===== src/rtl/gen_arbiter_pkg.sv =====
// Shared types and helpers for the gen_arbiter resource arbiter.
package gen_arbiter_pkg;

    typedef enum logic {
        ST_IDLE = 1'b0,
        ST_BUSY = 1'b1
    } state_e;

    localparam int unsigned POLICY_FIXED = 0;
    localparam int unsigned POLICY_RR    = 1;
    localparam int unsigned MAX_N        = 16;

    // One-hot vector with bit idx set; all-zero when idx is out of range.
    function automatic logic [MAX_N-1:0] onehot(input int unsigned idx, input int unsigned n);
        if ((idx < n) && (idx < MAX_N)) begin
            return MAX_N'(1) << idx;
        end
        return '0;
    endfunction

endpackage


===== src/rtl/gen_arbiter_pick.sv =====
// Combinational winner selection; each POLICY elaborates its own search logic.
module gen_arbiter_pick
    import gen_arbiter_pkg::*;
#(
    parameter int unsigned N      = 4,
    parameter int unsigned POLICY = POLICY_RR,
    parameter int unsigned IDX_W  = $clog2(N)
) (
    input  logic [N-1:0]     req,
    input  logic [N-1:0]     excl,
    input  logic [IDX_W-1:0] ptr,
    output logic [IDX_W-1:0] winner,
    output logic             valid
);

    logic [N-1:0] elig;

    assign elig = req & ~excl;

    if (POLICY == POLICY_FIXED) begin : g_fixed
        logic unused_ptr;

        assign unused_ptr = ^ptr;

        // Lowest eligible index wins.
        always_comb begin
            winner = '0;
            valid  = 1'b0;
            for (int i = int'(N) - 1; i >= 0; i--) begin
                if (elig[i]) begin
                    winner = IDX_W'(i);
                    valid  = 1'b1;
                end
            end
        end
    end else begin : g_rr
        logic [2*N-1:0] dbl;
        logic [N-1:0]   rot;
        logic [IDX_W:0] off;
        logic [IDX_W:0] sum;

        // Rotate so ptr sits at bit 0, take the first hit, then map back modulo N.
        always_comb begin
            dbl   = {elig, elig};
            rot   = N'(dbl >> ptr);
            off   = '0;
            valid = 1'b0;
            for (int i = int'(N) - 1; i >= 0; i--) begin
                if (rot[i]) begin
                    off   = (IDX_W+1)'(i);
                    valid = 1'b1;
                end
            end
            sum = (IDX_W+1)'(ptr) + off;
            if (sum >= (IDX_W+1)'(N)) begin
                sum = sum - (IDX_W+1)'(N);
            end
            winner = IDX_W'(sum);
        end
    end

endmodule


===== src/rtl/gen_arbiter.sv =====
// N-way arbiter: grants one owner, holds until release, optional hold timeout.
module gen_arbiter
    import gen_arbiter_pkg::*;
#(
    parameter int unsigned N        = 4,
    parameter int unsigned POLICY   = 1,
    parameter int unsigned HOLD_MAX = 0,
    parameter int unsigned IDX_W    = $clog2(N)
) (
    input  logic             clk_i,
    input  logic             rst_ni,
    input  logic [N-1:0]     req_i,
    input  logic             done_i,
    output logic [N-1:0]     gnt_o,
    output logic [IDX_W-1:0] owner_o,
    output logic             busy_o,
    output logic             timeout_o
);

    localparam int unsigned CNT_W     = (HOLD_MAX == 0) ? 1 : $clog2(HOLD_MAX + 1);
    localparam int unsigned HOLD_LAST = (HOLD_MAX == 0) ? 0 : HOLD_MAX - 1;
    localparam int unsigned PAD_W     = 1 << IDX_W;
    localparam int unsigned POL       = (POLICY > 0) ? POLICY_RR : POLICY_FIXED;

    state_e           state_q, state_d;
    logic [N-1:0]     gnt_q, gnt_d;
    logic [IDX_W-1:0] owner_q, owner_d;
    logic             busy_q, busy_d;
    logic             timeout_q, timeout_d;
    logic [CNT_W-1:0] cnt_q, cnt_d;

    logic [PAD_W-1:0] req_pad;
    logic [N-1:0]     excl;
    logic [IDX_W-1:0] ptr;
    logic [IDX_W-1:0] pick_idx;
    logic             pick_vld;
    logic             owner_req;
    logic             hold_hit;
    logic             rel;
    logic             take;

    // Padding lets owner_q index safely when N is not a power of two.
    assign req_pad   = PAD_W'(req_i);
    assign owner_req = req_pad[owner_q];
    assign hold_hit  = (HOLD_MAX != 0) && (cnt_q == CNT_W'(HOLD_LAST));
    assign rel       = done_i | ~owner_req | hold_hit;
    assign excl      = (state_q == ST_BUSY) ? N'(onehot(32'(owner_q), N)) : '0;

    gen_arbiter_pick #(
        .N      (N),
        .POLICY (POL),
        .IDX_W  (IDX_W)
    ) u_pick (
        .req    (req_i),
        .excl   (excl),
        .ptr    (ptr),
        .winner (pick_idx),
        .valid  (pick_vld)
    );

    if (POL == POLICY_RR) begin : g_ptr
        logic [IDX_W-1:0] ptr_q;

        always_ff @(posedge clk_i) begin
            if (!rst_ni) begin
                ptr_q <= '0;
            end else if (take) begin
                ptr_q <= (pick_idx == IDX_W'(N - 1)) ? '0 : pick_idx + 1'b1;
            end
        end

        assign ptr = ptr_q;
    end else begin : g_no_ptr
        assign ptr = '0;
    end

    always_ff @(posedge clk_i) begin
        if (!rst_ni) begin
            state_q   <= ST_IDLE;
            gnt_q     <= '0;
            owner_q   <= '0;
            busy_q    <= 1'b0;
            timeout_q <= 1'b0;
            cnt_q     <= '0;
        end else begin
            state_q   <= state_d;
            gnt_q     <= gnt_d;
            owner_q   <= owner_d;
            busy_q    <= busy_d;
            timeout_q <= timeout_d;
            cnt_q     <= cnt_d;
        end
    end

    // Next-state: grant from IDLE, release or hand over back-to-back from BUSY.
    always_comb begin
        state_d   = state_q;
        gnt_d     = gnt_q;
        owner_d   = owner_q;
        busy_d    = busy_q;
        timeout_d = 1'b0;
        cnt_d     = cnt_q;
        take      = 1'b0;

        case (state_q)
            ST_IDLE: begin
                take = pick_vld;
            end
            ST_BUSY: begin
                if (rel) begin
                    // A timeout only flags when nothing else caused the release.
                    timeout_d = hold_hit & ~done_i & owner_req;
                    if (pick_vld) begin
                        take = 1'b1;
                    end else begin
                        state_d = ST_IDLE;
                        gnt_d   = '0;
                        owner_d = '0;
                        busy_d  = 1'b0;
                        cnt_d   = '0;
                    end
                end else if (cnt_q != '1) begin
                    cnt_d = cnt_q + 1'b1;
                end
            end
            default: begin
                state_d = ST_IDLE;
                gnt_d   = '0;
                owner_d = '0;
                busy_d  = 1'b0;
                cnt_d   = '0;
            end
        endcase

        if (take) begin
            state_d = ST_BUSY;
            gnt_d   = N'(onehot(32'(pick_idx), N));
            owner_d = pick_idx;
            busy_d  = 1'b1;
            cnt_d   = '0;
        end
    end

    assign gnt_o     = gnt_q;
    assign owner_o   = owner_q;
    assign busy_o    = busy_q;
    assign timeout_o = timeout_q;

endmodule

===== config.mk =====
export PLATFORM = sky130hd
export DESIGN_NAME = gen_arbiter
export DESIGN_NICKNAME = d
export VERILOG_FILES = /design/src/rtl/gen_arbiter_pkg.sv /design/src/rtl/gen_arbiter_pick.sv /design/src/rtl/gen_arbiter.sv
export SDC_FILE = /design/constraint.sdc
export NUM_CORES = 1
export LEC_CHECK = 0
export ABC_AREA = 1
export BUFFER_PORTS_ARGS = -buffer_cell sky130_fd_sc_hd__buf_2
export CAP_MARGIN = 10
export CORE_MARGIN = 2
export CORE_UTILIZATION = 40
export CTS_CLUSTER_DIAMETER = 50
export DETAILED_ROUTE_END_ITERATION = 8
export SYNTH_ARGS = -nofsm -noshare
export SYNTH_HDL_FRONTEND = slang
export SYNTH_SLANG_ARGS = --single-unit

===== constraint.sdc =====
create_clock -name clk_i -period 3.75 [get_ports clk_i]
set_clock_uncertainty 0.1 [all_clocks]
set_input_delay 0.375 -clock clk_i [delete_from_list [all_inputs] [get_ports clk_i]]
set_output_delay 0.375 -clock clk_i [all_outputs]
set_load 0.01 [all_outputs]

**Yosys cells after proc, flatten, opt, wreduce, memory -nomap -nowiden**

Cells that the tools add are included.
Widths: inputs -> output; s select.

- Register bits after elaboration: 10
- Input bits: 7
- Output and inout bits: 8

- Add/subtract/negate cells: 3
- Magnitude comparators: 2
- Eq/ne operators: 2
- Shift-type cells: 3
- Muxes and demuxes: 33
- Bitwise logic cells: 5
- Reductions and logical operators: 3

Operators with widths:

| operator | number |
|---|---|
| $mux 4 | 6 |
| $mux 2 | 10 |
| $mux 1 | 15 |
| $shl 1x2->4 const A | 2 |
| $shr 8x2->4 | 1 |
| $and 4x4->4 | 1 |
| $not 4->4 | 1 |
| $reduce_bool 2->1 | 2 |
| $add 2x2->3 | 1 |
| $ge 3x3->1 const B | 1 |
| $lt 2x3->1 const B | 1 |
| $reduce_and 3->1 | 1 |
| $add 2x1->2 const B | 1 |
| $bmux 1 s2 | 1 |
| $eq 2x2->1 const B | 1 |
| $ne 2x1->1 const B | 1 |
| $not 1->1 | 2 |
| $pmux 1 s2 | 1 |
| $sub 2x1->2 const B | 1 |
| $or 1x1->1 | 1 |

**Logic depth before layout (Yosys ltp)**

- Depth after elaboration: 15
- Gate-level depth with buffers: 16
- Depth with buffers taken out: 16

**By module**

From an unflattened synthesis, not the netlist that was laid out.

- Cell total of the unflattened synthesis: 113
- Area total of the unflattened synthesis: 792.0 um^2

By module, submodules not included:

| module | times used | cells each | area each (um^2) | sequential area each (um^2) |
|---|---|---|---|---|
| gen_arbiter | 1 | 74 | 549.3 | 200.2 |
| gen_arbiter_pick | 1 | 39 | 242.7 | 0.0 |

**Worst setup path before layout**

OpenSTA, ideal clock, no wires.

- Kind: reg-to-reg
- From: register owner_q[0], in the netlist owner_o[0]
- To: register g_ptr.ptr_q[1]
- Setup time: 113 ps
- Arrival: 1,998 ps
- Data required time: 3,537 ps
- Path slack: 1,539 ps
- Stages on the path, launching flop included: 15
- Buffers on the path: 0
- Period minus slack after synthesis: 2,211 ps
- Cells stage by stage: dfxtp_1 -> nand3_1 -> nand3_1 -> nand3_1 -> nand2_2 -> nand3_1 -> a21boi_1 -> ha_1 -> xor2_1 -> inv_1 -> nand3_1 -> nand2_1 -> ha_1 -> o21ai_1 -> nor2_1

- Longest elaborated chain between the ends: 14
- Elaborated cells between the ends (all ways): 27

Ends and longest elaborated chain:

| item | line | text |
|---|---|---|
| start: declaration | gen_arbiter.sv:27 | `logic [IDX_W-1:0] owner_q, owner_d;` |
| start signal: assignment | gen_arbiter.sv:88 | `owner_q <= owner_d;` |
| $shl 1x2->4 | gen_arbiter_pkg.sv:16 | `return MAX_N'(1) << idx;` |
| $mux 4 | gen_arbiter.sv:47 | `assign excl = (state_q == ST_BUSY) ? N'(onehot(32'(owner_q), N)) : '0;` |
| $not 4->4 | gen_arbiter_pick.sv:18 | `assign elig = req & ~excl;` |
| $and 4x4->4 | gen_arbiter_pick.sv:18 |  |
| $shr 8x2->4 | gen_arbiter_pick.sv:45 | `rot = N'(dbl >> ptr);` |
| $mux 2 (4 in series) | gen_arbiter_pick.sv:49 | `if (rot[i]) begin` |
| $add 2x2->3 | gen_arbiter_pick.sv:54 | `sum = (IDX_W+1)'(ptr) + off;` |
| $ge 3x3->1 / $sub 2x1->2 (equally long branches) | gen_arbiter_pick.sv:55, gen_arbiter_pick.sv:56 |  |
| $mux 2 | gen_arbiter_pick.sv:55 | `if (sum >= (IDX_W+1)'(N)) begin` |
| $add 2x1->2 / $eq 2x2->1 (equally long branches) | gen_arbiter.sv:68 | `ptr_q <= (pick_idx == IDX_W'(N - 1)) ? '0 : pick_idx + 1'b1;` |
| $mux 2 | gen_arbiter.sv:68 |  |
| end signal: assignment | gen_arbiter.sv:68 |  |
| end: declaration | gen_arbiter.sv:62 | `logic [IDX_W-1:0] ptr_q;` |

Parallel ways exist; a longest one is shown, timed or not. The select of a mux whose other input is x is not followed.
A chain may end at the register's enable or synchronous reset.

**Worst setup path in the final report**

- From: register g_ptr.ptr_q[0]
- To: register g_ptr.ptr_q[1]

- Longest elaborated chain between the ends: 10
- Elaborated cells between the ends (all ways): 19

Ends and longest elaborated chain:

| item | line |
|---|---|
| $shr 8x2->4 | gen_arbiter_pick.sv:45 |
| $mux 2 (4 in series) | gen_arbiter_pick.sv:49 |
| $add 2x2->3 | gen_arbiter_pick.sv:54 |
| $ge 3x3->1 / $sub 2x1->2 (equally long branches) | gen_arbiter_pick.sv:55, gen_arbiter_pick.sv:56 |
| $mux 2 | gen_arbiter_pick.sv:55 |
| $add 2x1->2 / $eq 2x2->1 (equally long branches) | gen_arbiter.sv:68 |
| $mux 2 | gen_arbiter.sv:68 |

Parallel ways exist; a longest one is shown, timed or not.

==> impl_metrics.tcl <==
set metrics [dict create \
    grt_pass1_wl_mm 2.325 \
    drcViolationCount 0 \
    clock.fmax_ghz 0.4196 \
    antenna_found_initial 0 \
    pwr-share-comb_pct 65.0 \
    finalSetupViolations 0 \
    root_buffer "clkbuf_4" \
    fill_cells 181 \
    avgSynthCellArea_sq_um 7.027 \
    nets 127 \
    die_x_um 45.71 \
    rsz0062_at_grt "no" \
    holdBufCountCts 0 \
    firstDrtPassIters 4 \
    post_cts_buffers 0 \
    fin_tns_setup_ns 0 \
    syn_area_sq_um 695.7 \
    grtUsageTotal_pct 15.85 \
    ctsResizeCount 0 \
    dp_hpwl_mm 1.197 \
    yosysSeqAreaShare_pct 28.78 \
    outcome "finished clean" \
    cp-start-kind "register" \
    antenna_cells 0 \
    final_cells 130 \
    slowest_delay_ns 0.45 \
    synth_warnings 0 \
    cp_top_family "simple AND/OR/NAND/NOR gates" \
    drv_cap 0 \
    crit_path_frequent_cell "nand3_1" \
    core_sq_um 1689 \
    crit_fanout 6 \
    yosysTopAreaCell "dfxtp_1" \
    drive_gt1_share_pct 26.55 \
    overflow 0 \
    layout_worst_path_cycle_share_pct 63.55 \
    vias 690 \
    layout_commonest_cell "nand3_1" \
    first_global_vias 579 \
    numCtsBuffers 3 \
    place_inst 127 \
    gp_routability_congestion 0.7829 \
    power.switching_mw 0.3704 \
    viasPerCell 5.308 \
    path_clk_slew_ns 0.06 \
    period_minus_slack_ns 2.383 \
    worstPathRequired_ns 3.82 \
    drtIter0Drc 3 \
    cp-end-kind "register" \
    finalHoldViolations 0 \
    cellLeakagePower_nw 0.3864 \
    arrival_ns 2.45 \
    swShare_pct 50.72 \
    power.density_nw_per_um2 929.3 \
    maxSlewViolCount 0 \
    clock_sinks 10 \
    hp-class "in -> reg" \
    ant_nets 0 \
    cts_tree "built" \
    path_class "reg -> reg" \
    syn-instance-count 99 \
    syn_nets 111 \
    ir_drop_v 0.0003709 \
    crit_buf_inv 2 \
    worstPathCellList "inv_1 -> nand3_1 -> nand3_1 -> nand2_2 -> nand3_1 -> a21boi_1 -> ha_1 -> xor2_1 -> inv_1 -> nand3_1 -> nand2_1 -> ha_1 -> o21ai_1 -> nor2_1" \
    ys_seq_elements 10 \
    mostFrequentLayoutCells "nand3_1, buf_2, nand2_1, dfxtp_1, a21oi_1" \
    wire_per_inst_um 11.65 \
    die_h_um 45.71 \
    area_delta_synth_final_pct 12.95 \
    p_clk_share_pct 10.2 \
    io_buffers 13 \
    die-area_sq_um 2089 \
    yosys-top-cells-area "dfxtp_1, nand3_1, ha_1" \
    floorplan.initialDensity_pct 41.19 \
    crit_slowest_cell "dfxtp_1" \
    synth_top_area_share_pct 28.78 \
    cts_buffer_depth 2 \
    cts_htree_levels 1 \
    drt-total-wl_mm 1.515 \
    clk_latency_ns 0.27 \
    internal_power_mw 0.3598 \
    num_rows 15 \
    grt_max_degree 11 \
    ys_types 20 \
    seq_power_share_pct 24.8 \
    pin_count 15 \
]
## power groups by stage
stage	Sequential (mW)	Combinational [mW]	Clock, mW
floorplan	0.182	0.384	0
global placement	0.182	0.469	0
detailed placement	0.184	0.476	0
CTS	0.182	0.482	0.0763
global route	0.188	0.532	0.0805
finish	0.181	0.475	0.0744
## worst paths after layout
check,startpoint,end,slack [ns],cells after the start
min,rst_ni,g_ptr.ptr_q[0]$_SDFFE_PN0P_,0.26,3
min reg2reg,busy_o$_SDFFE_PN0P_,busy_o$_SDFFE_PN0P_,0.37,2
max reg2reg,g_ptr.ptr_q[0]$_SDFFE_PN0P_,g_ptr.ptr_q[1]$_SDFFE_PN0P_,1.37,14
max,g_ptr.ptr_q[0]$_SDFFE_PN0P_,g_ptr.ptr_q[1]$_SDFFE_PN0P_,1.37,14
## logic make-up (layout without fill, tap and decap cells)
logic type | count (synthesis) | after routing | synth area share, %
XOR/XNOR | 1 | 1 | 1.259
adder cells (fa/ha/maj) | 5 | 5 | 8.993
other | 1 | 1 | 0.5391
flip-flops | 10 | 10 | 28.78
AND/OR/NAND/NOR | 58 | 58 | 41.55
AO/OA/AOI/OAI | 11 | 11 | 9.893
buffers and inverters | 13 | 27 | 8.994
## Yosys cell counts, drive strengths merged
cell type  instances
xor2               1
nand3             33
ha                 5
nand4              1
a21boi             1
o21ai              2
buf                2
nor2               4
a21oi              8
dfxtp             10
nand2             20
conb               1
inv               11
## layer usage
layer	wire (um)	track usage [%]
met2	766	28.45
met4	26	8.571
met3	72	3.571
met1	650	16.95
met5	0	0
## layout make-up
class	instances	area [sq um]	area share, %
flip-flops and latches	10	200.2	25.48
clock buffers	3	22.52	2.866
inverters	11	43.79	5.573
multi-input cells	76	432.9	55.10
well taps	17	21.27	2.707
repair buffers	13	65.06	8.280
## flip-flops by register name (all words and copies together) (netlist names)
| name | flops |
|---|---|
| gnt_o | 4 |
| g_ptr.ptr_q | 2 |
| owner_o | 2 |
| busy_o | 1 |
| state_q | 1 |
## worst reg2reg max path, cell delays in order, from the launching register on
cell	delay (ns)
dfxtp_1	0.45
inv_1	0.14
nand3_1	0.14
nand3_1	0.09
nand2_2	0.09
nand3_1	0.07
a21boi_1	0.13
ha_1	0.17
xor2_1	0.19
inv_1	0.06
nand3_1	0.08
nand2_1	0.12
ha_1	0.29
o21ai_1	0.13
nor2_1	0.04
## through the flow
step | hold slack [ns] | cell area, sq um | setup WS (ns) | utilization (%) | total power [mW]
4_1_cts | 0.2627 | 785.8 | 1.352 | 46.52 | 0.7398
3_3_place_gp | 0.3515 | 763.2 | 1.428 | 45.19 | 0.6514
3_5_place_dp | 0.3580 | 763.2 | 1.372 | 45.19 | 0.6608
6_report | 0.2620 | 785.8 | 1.367 | 46.52 | 0.7302
2_1_floorplan | 0.3900 | 695.7 | 1.539 | - | 0.5655
5_1_grt | 0.2721 | 785.8 | 1.199 | 46.52 | 0.8007
(Power assumes the default switching activity.)
